[src/rtl/or1200_keccak_cpu.sv]
// or1200_keccak_cpu
//   Three-stage (ID/EX/WB) OR1200-style integer slice with a sponge
//   permutation accelerator reached through l.cust5.
//   Executes l.addi, l.sw (no memory side effect) and the l.cust5
//   start/absorb/end/read ops. Every other opcode behaves as a bubble.
//
// Ports
//   clk, rst                 clock (rising edge), asynchronous active-low reset
//   id/ex/wb_freeze          per-stage hold; a freeze also holds every upstream stage
//   extend_flush, except_flushpipe, du_hwbkpt
//                            turn ID and EX into bubbles; these win over freezes
//   if_insn[31:0]            instruction word sampled into ID
//   abort_mvspr, ex_branch_taken, pc_we, id_pc, ex_pc, wbforw_valid, spr_cs
//                            present for interface compatibility, no effect
//   rf_dataw[31:0]           WB-stage register-file write data (0 for bubbles)
module or1200_keccak_cpu #(
    parameter int ROUNDS = 24,
    parameter int LANES  = 16
) (
    input  logic        clk,
    input  logic        rst,
    input  logic        id_freeze,
    input  logic        ex_freeze,
    input  logic        wb_freeze,
    input  logic        extend_flush,
    input  logic        except_flushpipe,
    input  logic        abort_mvspr,
    input  logic [31:0] if_insn,
    input  logic        ex_branch_taken,
    input  logic        pc_we,
    input  logic [31:0] id_pc,
    input  logic [31:0] ex_pc,
    input  logic        wbforw_valid,
    input  logic        du_hwbkpt,
    input  logic [31:0] spr_cs,
    output logic [31:0] rf_dataw
);
    localparam int RW = (ROUNDS > 1) ? $clog2(ROUNDS) : 1;
    localparam int PW = (LANES > 1) ? $clog2(LANES) : 1;

    localparam logic [5:0] OPC_ADDI  = 6'h27;
    localparam logic [5:0] OPC_SW    = 6'h35;
    localparam logic [5:0] OPC_CUST5 = 6'h3C;

    localparam logic [4:0] OP_END    = 5'b00001;
    localparam logic [4:0] OP_ABSORB = 5'b00010;
    localparam logic [4:0] OP_START  = 5'b00100;
    localparam logic [4:0] OP_READ   = 5'b01000;

    // Pipeline registers
    logic        id_vld_q, id_vld_d;
    logic [31:0] id_insn_q, id_insn_d;
    logic        ex_vld_q, ex_vld_d;
    logic [31:0] ex_insn_q, ex_insn_d;
    logic        wb_wen_q, wb_wen_d;
    logic [4:0]  wb_rd_q, wb_rd_d;
    logic [31:0] rf_dataw_q, rf_dataw_d;

    // Register file
    logic [31:0] gpr_q [32];

    // Sponge state
    logic [LANES-1:0][31:0] s_q, s_d, perm;
    logic [PW-1:0]          ptr_q, ptr_d;
    logic                   busy_q, busy_d;
    logic [RW-1:0]          round_q, round_d;

    logic flush, id_hold, ex_hold, wb_hold;
    logic [5:0]  ex_opc;
    logic [4:0]  ex_rd, ex_ra, ex_op;
    logic [15:0] ex_imm;
    logic [31:0] ex_opa, ex_res;
    logic        ex_wen, sp_commit;

    logic unused_ok;
    assign unused_ok = ^{abort_mvspr, ex_branch_taken, pc_we, id_pc, ex_pc,
                         wbforw_valid, spr_cs};

    assign flush   = extend_flush | except_flushpipe | du_hwbkpt;
    assign wb_hold = wb_freeze;
    assign ex_hold = ex_freeze | wb_hold;
    assign id_hold = id_freeze | ex_hold;

    assign ex_opc = ex_insn_q[31:26];
    assign ex_rd  = ex_insn_q[25:21];
    assign ex_ra  = ex_insn_q[20:16];
    assign ex_imm = ex_insn_q[15:0];
    assign ex_op  = ex_insn_q[4:0];

    assign rf_dataw = rf_dataw_q;

    // Operand A: r0 is hard zero; WB result bypasses the not-yet-written GPR.
    // One bypass level suffices because WB retires into the RF on the next edge.
    always_comb begin
        if (ex_ra == 5'd0)
            ex_opa = '0;
        else if (wb_wen_q && (wb_rd_q == ex_ra))
            ex_opa = rf_dataw_q;
        else
            ex_opa = gpr_q[ex_ra];
    end

    always_comb begin
        ex_wen = 1'b0;
        ex_res = '0;
        if (ex_vld_q) begin
            case (ex_opc)
                OPC_ADDI: begin
                    ex_wen = 1'b1;
                    ex_res = ex_opa + {{16{ex_imm[15]}}, ex_imm};
                end
                OPC_SW: ex_wen = 1'b0;
                OPC_CUST5: begin
                    if (ex_op == OP_READ) begin
                        ex_wen = 1'b1;
                        ex_res = s_q[ex_insn_q[5 +: PW]];
                    end
                end
                default: ex_wen = 1'b0;
            endcase
        end
    end

    // Sponge ops only act when the insn really moves EX->WB (not held, not
    // killed by a flush); !ex_hold also covers wb_freeze.
    assign sp_commit = ex_vld_q && (ex_opc == OPC_CUST5) && !ex_hold && !flush && !busy_q;

    always_comb begin
        id_vld_d  = id_vld_q;
        id_insn_d = id_insn_q;
        if (flush) begin
            id_vld_d  = 1'b0;
            id_insn_d = '0;
        end else if (!id_hold) begin
            id_vld_d  = 1'b1;
            id_insn_d = if_insn;
        end

        ex_vld_d  = ex_vld_q;
        ex_insn_d = ex_insn_q;
        if (flush || (!ex_hold && id_hold)) begin
            ex_vld_d  = 1'b0;
            ex_insn_d = '0;
        end else if (!ex_hold) begin
            ex_vld_d  = id_vld_q;
            ex_insn_d = id_insn_q;
        end

        wb_wen_d   = wb_wen_q;
        wb_rd_d    = wb_rd_q;
        rf_dataw_d = rf_dataw_q;
        if (!wb_hold) begin
            if (ex_hold || flush) begin
                wb_wen_d   = 1'b0;
                wb_rd_d    = '0;
                rf_dataw_d = '0;
            end else begin
                wb_wen_d   = ex_wen && (ex_rd != 5'd0);
                wb_rd_d    = ex_wen ? ex_rd : 5'd0;
                rf_dataw_d = ex_res;
            end
        end
    end

    // One permutation round: every lane mixes in its three successors.
    for (genvar i = 0; i < LANES; i++) begin : g_lane
        logic [31:0] nxt1;
        assign nxt1    = s_q[(i + 1) % LANES];
        assign perm[i] = s_q[i] ^ {nxt1[30:0], nxt1[31]}
                       ^ (~s_q[(i + 2) % LANES] & s_q[(i + 3) % LANES]);
    end

    always_comb begin
        s_d     = s_q;
        ptr_d   = ptr_q;
        busy_d  = busy_q;
        round_d = round_q;
        if (busy_q) begin
            s_d     = perm;
            s_d[0]  = perm[0] ^ (32'h1 << round_q);
            round_d = round_q + RW'(1);
            if (round_q == RW'(ROUNDS - 1)) begin
                busy_d  = 1'b0;
                round_d = '0;
            end
        end else if (sp_commit) begin
            case (ex_op)
                OP_START: begin
                    s_d    = '0;
                    s_d[0] = ex_opa;
                    ptr_d  = PW'(1);
                end
                OP_ABSORB: begin
                    s_d[ptr_q] = s_q[ptr_q] ^ ex_opa;
                    ptr_d      = ptr_q + PW'(1);
                end
                OP_END: begin
                    s_d[ptr_q] = s_q[ptr_q] ^ ex_opa;
                    busy_d     = 1'b1;
                    round_d    = '0;
                end
                default: s_d = s_q;
            endcase
        end
    end

    always_ff @(posedge clk or negedge rst) begin
        if (!rst) begin
            id_vld_q   <= 1'b0;
            id_insn_q  <= '0;
            ex_vld_q   <= 1'b0;
            ex_insn_q  <= '0;
            wb_wen_q   <= 1'b0;
            wb_rd_q    <= '0;
            rf_dataw_q <= '0;
            s_q        <= '0;
            ptr_q      <= '0;
            busy_q     <= 1'b0;
            round_q    <= '0;
        end else begin
            id_vld_q   <= id_vld_d;
            id_insn_q  <= id_insn_d;
            ex_vld_q   <= ex_vld_d;
            ex_insn_q  <= ex_insn_d;
            wb_wen_q   <= wb_wen_d;
            wb_rd_q    <= wb_rd_d;
            rf_dataw_q <= rf_dataw_d;
            s_q        <= s_d;
            ptr_q      <= ptr_d;
            busy_q     <= busy_d;
            round_q    <= round_d;
        end
    end

    // A held WB stage does not retire, so each insn writes exactly once.
    always_ff @(posedge clk or negedge rst) begin
        if (!rst) begin
            for (int i = 0; i < 32; i++) gpr_q[i] <= '0;
        end else if (wb_wen_q && !wb_freeze) begin
            gpr_q[wb_rd_q] <= rf_dataw_q;
        end
    end
endmodule

[config.mk]
export PLATFORM = sky130hd
export DESIGN_NAME = or1200_keccak_cpu
export DESIGN_NICKNAME = d
export VERILOG_FILES = /design/src/rtl/or1200_keccak_cpu.sv
export SDC_FILE = /design/constraint.sdc
export NUM_CORES = 2
export LEC_CHECK = 0
export BUFFER_PORTS_ARGS = -buffer_cell sky130_fd_sc_hd__buf_2
export CAP_MARGIN = 20
export CELL_PAD_IN_SITES_DETAIL_PLACEMENT = 1
export CELL_PAD_IN_SITES_GLOBAL_PLACEMENT = 1
export CORE_MARGIN = 2
export CORE_UTILIZATION = 30
export CTS_BUF_LIST = sky130_fd_sc_hd__clkbuf_16
export DETAILED_ROUTE_END_ITERATION = 12
export PLACE_DENSITY_LB_ADDON = 0.1
export SYNTH_ARGS = -nofsm -noshare
export SYNTH_HDL_FRONTEND = slang
export SYNTH_SLANG_ARGS = --single-unit
[constraint.sdc]
create_clock -name clk -period 10.6 [get_ports clk]
set_input_delay 0.53 -clock clk [delete_from_list [all_inputs] [get_ports clk]]
set_output_delay 0.53 -clock clk [all_outputs]
set_load 0.02 [all_outputs]
==> results by group <==
Outcome
  – Status: complete, no violations

Cells and area
  – Share of cells above drive strength 1: ~28%
  – Area of the multi-input gates: 52890 sq um
  – Layout overhead on the synthesized area: 10.65%
  – Layout Utilization: between 30% and 40%
  – Register Area: 41340 sq um
  – Nets: roughly 8100
  – Fill cells: between 30000 and 40000

Global route
  – Largest net degree at the start of global routing: about 180
  – Number of global-route vias before repair: 73394
  – Initial antenna violation count: 12
  – Total congestion overflow: 0
  – Total track usage: around 22%
  – First-pass GRT wire length: around 550000 um

Place
  – Pre-CTS WS: roughly 3.3 ns
  – Placer Congestion: between 0.8 and 0.9
  – Dpl hpwl: ~230000 um
  – Port Buffers: 71

Timing
  – Clock Skew: approximately 0.075 ns
  – Final setup vio count: 0
  – Final setup TNS: 0 ns
  – Worst setup margin: between 3 and 4 ns
  – Period utilization: between 60% and 70%
  – Fin. Hold Viols: 0
  – Fmax: between 0.1 and 0.15 GHz
  – WHS: 0.2127 ns
  – Relative slew slack: 19.31%
  – Unrepaired setup endpoints after global routing: no
  – Worst Max-Slew Pin Slew: about 1.2 ns
  – Slew Viols, Final: 0
  – Fin crit period: between 7 and 8 ns

Synthesis
  – Cell Area, Synth: roughly 100000 sq um
  – Biggest area consumer among synthesized cells: dfrtp_1
  – Synth Flop Type: dfrtp_1
  – Mean Syn Cell Area: ~12 sq um
  – Yosys cell types: just over 70
  – Area contributors post-synth: dfrtp_1, mux4_2, mux2_2
  – EDFF count, synth: 0
  – Post-synthesis sequential area ratio: 42.02%
  – Most common cell in the netlist: dfrtp_1
  – Most frequent cells after synthesis: dfrtp_1, mux2_2, clkbuf_1
  – Synthesized netlist cell count: about 8500
  – YS warnings: 0
  – Flop and latch count out of synthesis: between 1500 and 2000
  – Synthesized Nets: roughly 8700
  – Synth top area share: about 42%
  – Post-synth ARST share: 100.0%

Die
  – Initial Utilization: a little under a third
  – Row count: 210
  – Core Area: about 330000 sq um
  – Die width: 576.3 um
  – IO Pins: roughly 170
  – Die area: ~330000 sq um
  – Die height: ~580 um

Drt
  – Drt pass-1 iters: 5
  – Vias per inst: 5.529
  – Final ANT Viol Nets: 0
  – DRC errors left: 0
  – Post-DR wirelength/cell: about 30 um
  – Iteration-0 DRC Markers: between 3000 and 4000
  – Met3 wire len: between 10000 and 15000 um
  – DR vias: about 70000
  – Met2 wire len: between 150000 and 200000 um
  – Final wirelength: 373800 um
  – Top sig layer: met4
  – Met1 wire length: 169100 um

Power
  – Lkg Pwr: between 40 and 50 nW
  – Power per Cell Area: around 120 nW/um^2
  – Peak supply drop: between 0.1 and 0.15 mV
  – Overall power: 13.55 mW
  – Switching fraction of total power: between 20% and 30%
  – NetSw: ~3.2 mW
  – Clk pwr share: around 52%
  – Reg power frac: 46.5%
  – Pint: just over 10 mW
  – Combinational power share: roughly 1.3%

CTS
  – Root Buffer: clkbuf_16
  – Clk buf depth: 4
  – Post-CTS Resized: 0
  – H-tree Lvls: 4
  – Setup Fix Bufs, Post-CTS: 0
  – Worst-path clk slew: 0.06 ns
  – Clock Sinks: about 1700
  – CTS tree: built
  – CTS buffer count: roughly 210
  – Insertion delay to the later sink of the worst-skew pair: 0.92 ns

Critical path
  – Critical Path RT: around 11 ns
  – Worst R2R End: rf_dataw[30]
  – CP Max Fanout: 51
  – Worst setup path class: reg2reg
  – Nature of the critical path endpoint: register
  – CP Launch Type: register
  – Reg2reg setup slack: about 3.2 ns
  – Crit path DAT: approximately 8.2 ns
  – Worst reg-to-reg path cell count: 15
  – Critical register-to-register path startpoint: ex_insn_q[17]

Worst hold path
  – Hold crit path type: in2async

Job
  – # Max-Cap Violations: 0
-- power groups by stage --
stage | Clock (mW) | Sequential (mW) | Combinational, mW
CTS | 7.31 | 6.30 | 0.189
global route | 7.53 | 6.30 | 0.206
detailed placement | 0 | 6.42 | 0.179
global placement | 0 | 6.42 | 0.175
floorplan | 0 | 6.42 | 0.0111
finish | 7.07 | 6.30 | 0.177
-- logic make-up (layout without fill, tap and decap cells) --
| kind of cell | Yosys count | count (layout) | share of synthesized area [%] |
|---|---|---|---|
| other | 0 | 6 | 0 |
| AND/OR/NAND/NOR | 1441 | 1441 | 7.674 |
| adder cells (fa/ha/maj) | 42 | 42 | 0.5424 |
| multiplexers | 1713 | 1713 | 26.62 |
| XOR/XNOR | 653 | 653 | 5.881 |
| flip-flops | 1650 | 1650 | 42.02 |
| AO/OA/AOI/OAI | 1868 | 1868 | 12.61 |
| buffers and inverters | 1163 | 701 | 4.660 |
-- through the flow --
stage          cells  instance area [sq um]
2_1_floorplan   8530                  98270
3_5_place_dp   12002                 101800
6_report       12420                 108700
5_1_grt        12415                 108700
3_3_place_gp   11998                 101700
4_1_cts        12409                 108700
-- worst max-delay path: stages (launching register included) --
cell and delay [ns]:
dfrtp_4 1.02, buf_4 0.70, mux4_2 0.45, mux4_2 0.47, mux2i_1 0.80, a21oi_1 0.44, ha_1 0.36, a211oi_1 0.23
o21ai_0 0.20, a221oi_1 0.97, o22ai_1 0.21, o31ai_1 0.42, a21boi_0 0.28, o41a_1 0.39, mux2i_1 0.15, o21ai_0 0.09
-- registers in the layout (all words and copies together), names as in the netlist --
signal / cells
busy_q: 1
wb_rd_q: 5
g_lane.nxt1: 512
ptr_q: 4
gpr_q: 1024
id_vld_q: 1
round_q: 5
rf_dataw: 32
wb_wen_q: 1
ex_insn_q: 32
ex_vld_q: 1
id_insn_q: 32
-- worst max path at each step --
stage                  startpoint  cells after the start            to
finish              ex_insn_q[17]                     15  rf_dataw[30]
global route        ex_insn_q[16]                     19  rf_dataw[30]
CTS                 ex_insn_q[17]                     15  rf_dataw[30]
detailed placement  ex_insn_q[17]                     15  rf_dataw[30]
global placement    ex_insn_q[17]                     15  rf_dataw[30]
floorplan           ex_insn_q[16]                     20  rf_dataw[30]
-- layout make-up --
type,count,area share (%)
clock inverter,163,1.204
tap,4346,5.001
multi-input combinational,5717,48.64
antenna,6,0.01381
clock buffer,209,4.810
timing repair buffer,296,2.200
sequential,1650,38.02
inverter,33,0.1139
-- layer usage --
| layer | global-route usage [%] | up-vias |
|---|---|---|
| li1 | - | 29895 |
| met1 | 30.48 | 37204 |
| met2 | 38.34 | 1134 |
| met3 | 2.196 | 436 |
| met4 | 5.329 | 0 |
| met5 | 0 | - |
-- placed cells by master, fill, tap and decap left out, types with 209 or more instances in the layout --
master and n:
mux4_2 617, clkbuf_16 209, nor3_1 462, dfrtp_1 1636
a21o_1 465, o21ai_0 577, nor2b_1 518, a22oi_1 473
mux2_2 1032, xnor2_1 592, nand2_1 228
-- timing repair --
item | in CTS | in global routing
setup endpoints to repair | 0 | 0
endpoints found under the hold margin | 158 | 0
hold buffers | 35 | 0
Power figures use the tool's default switching activity.
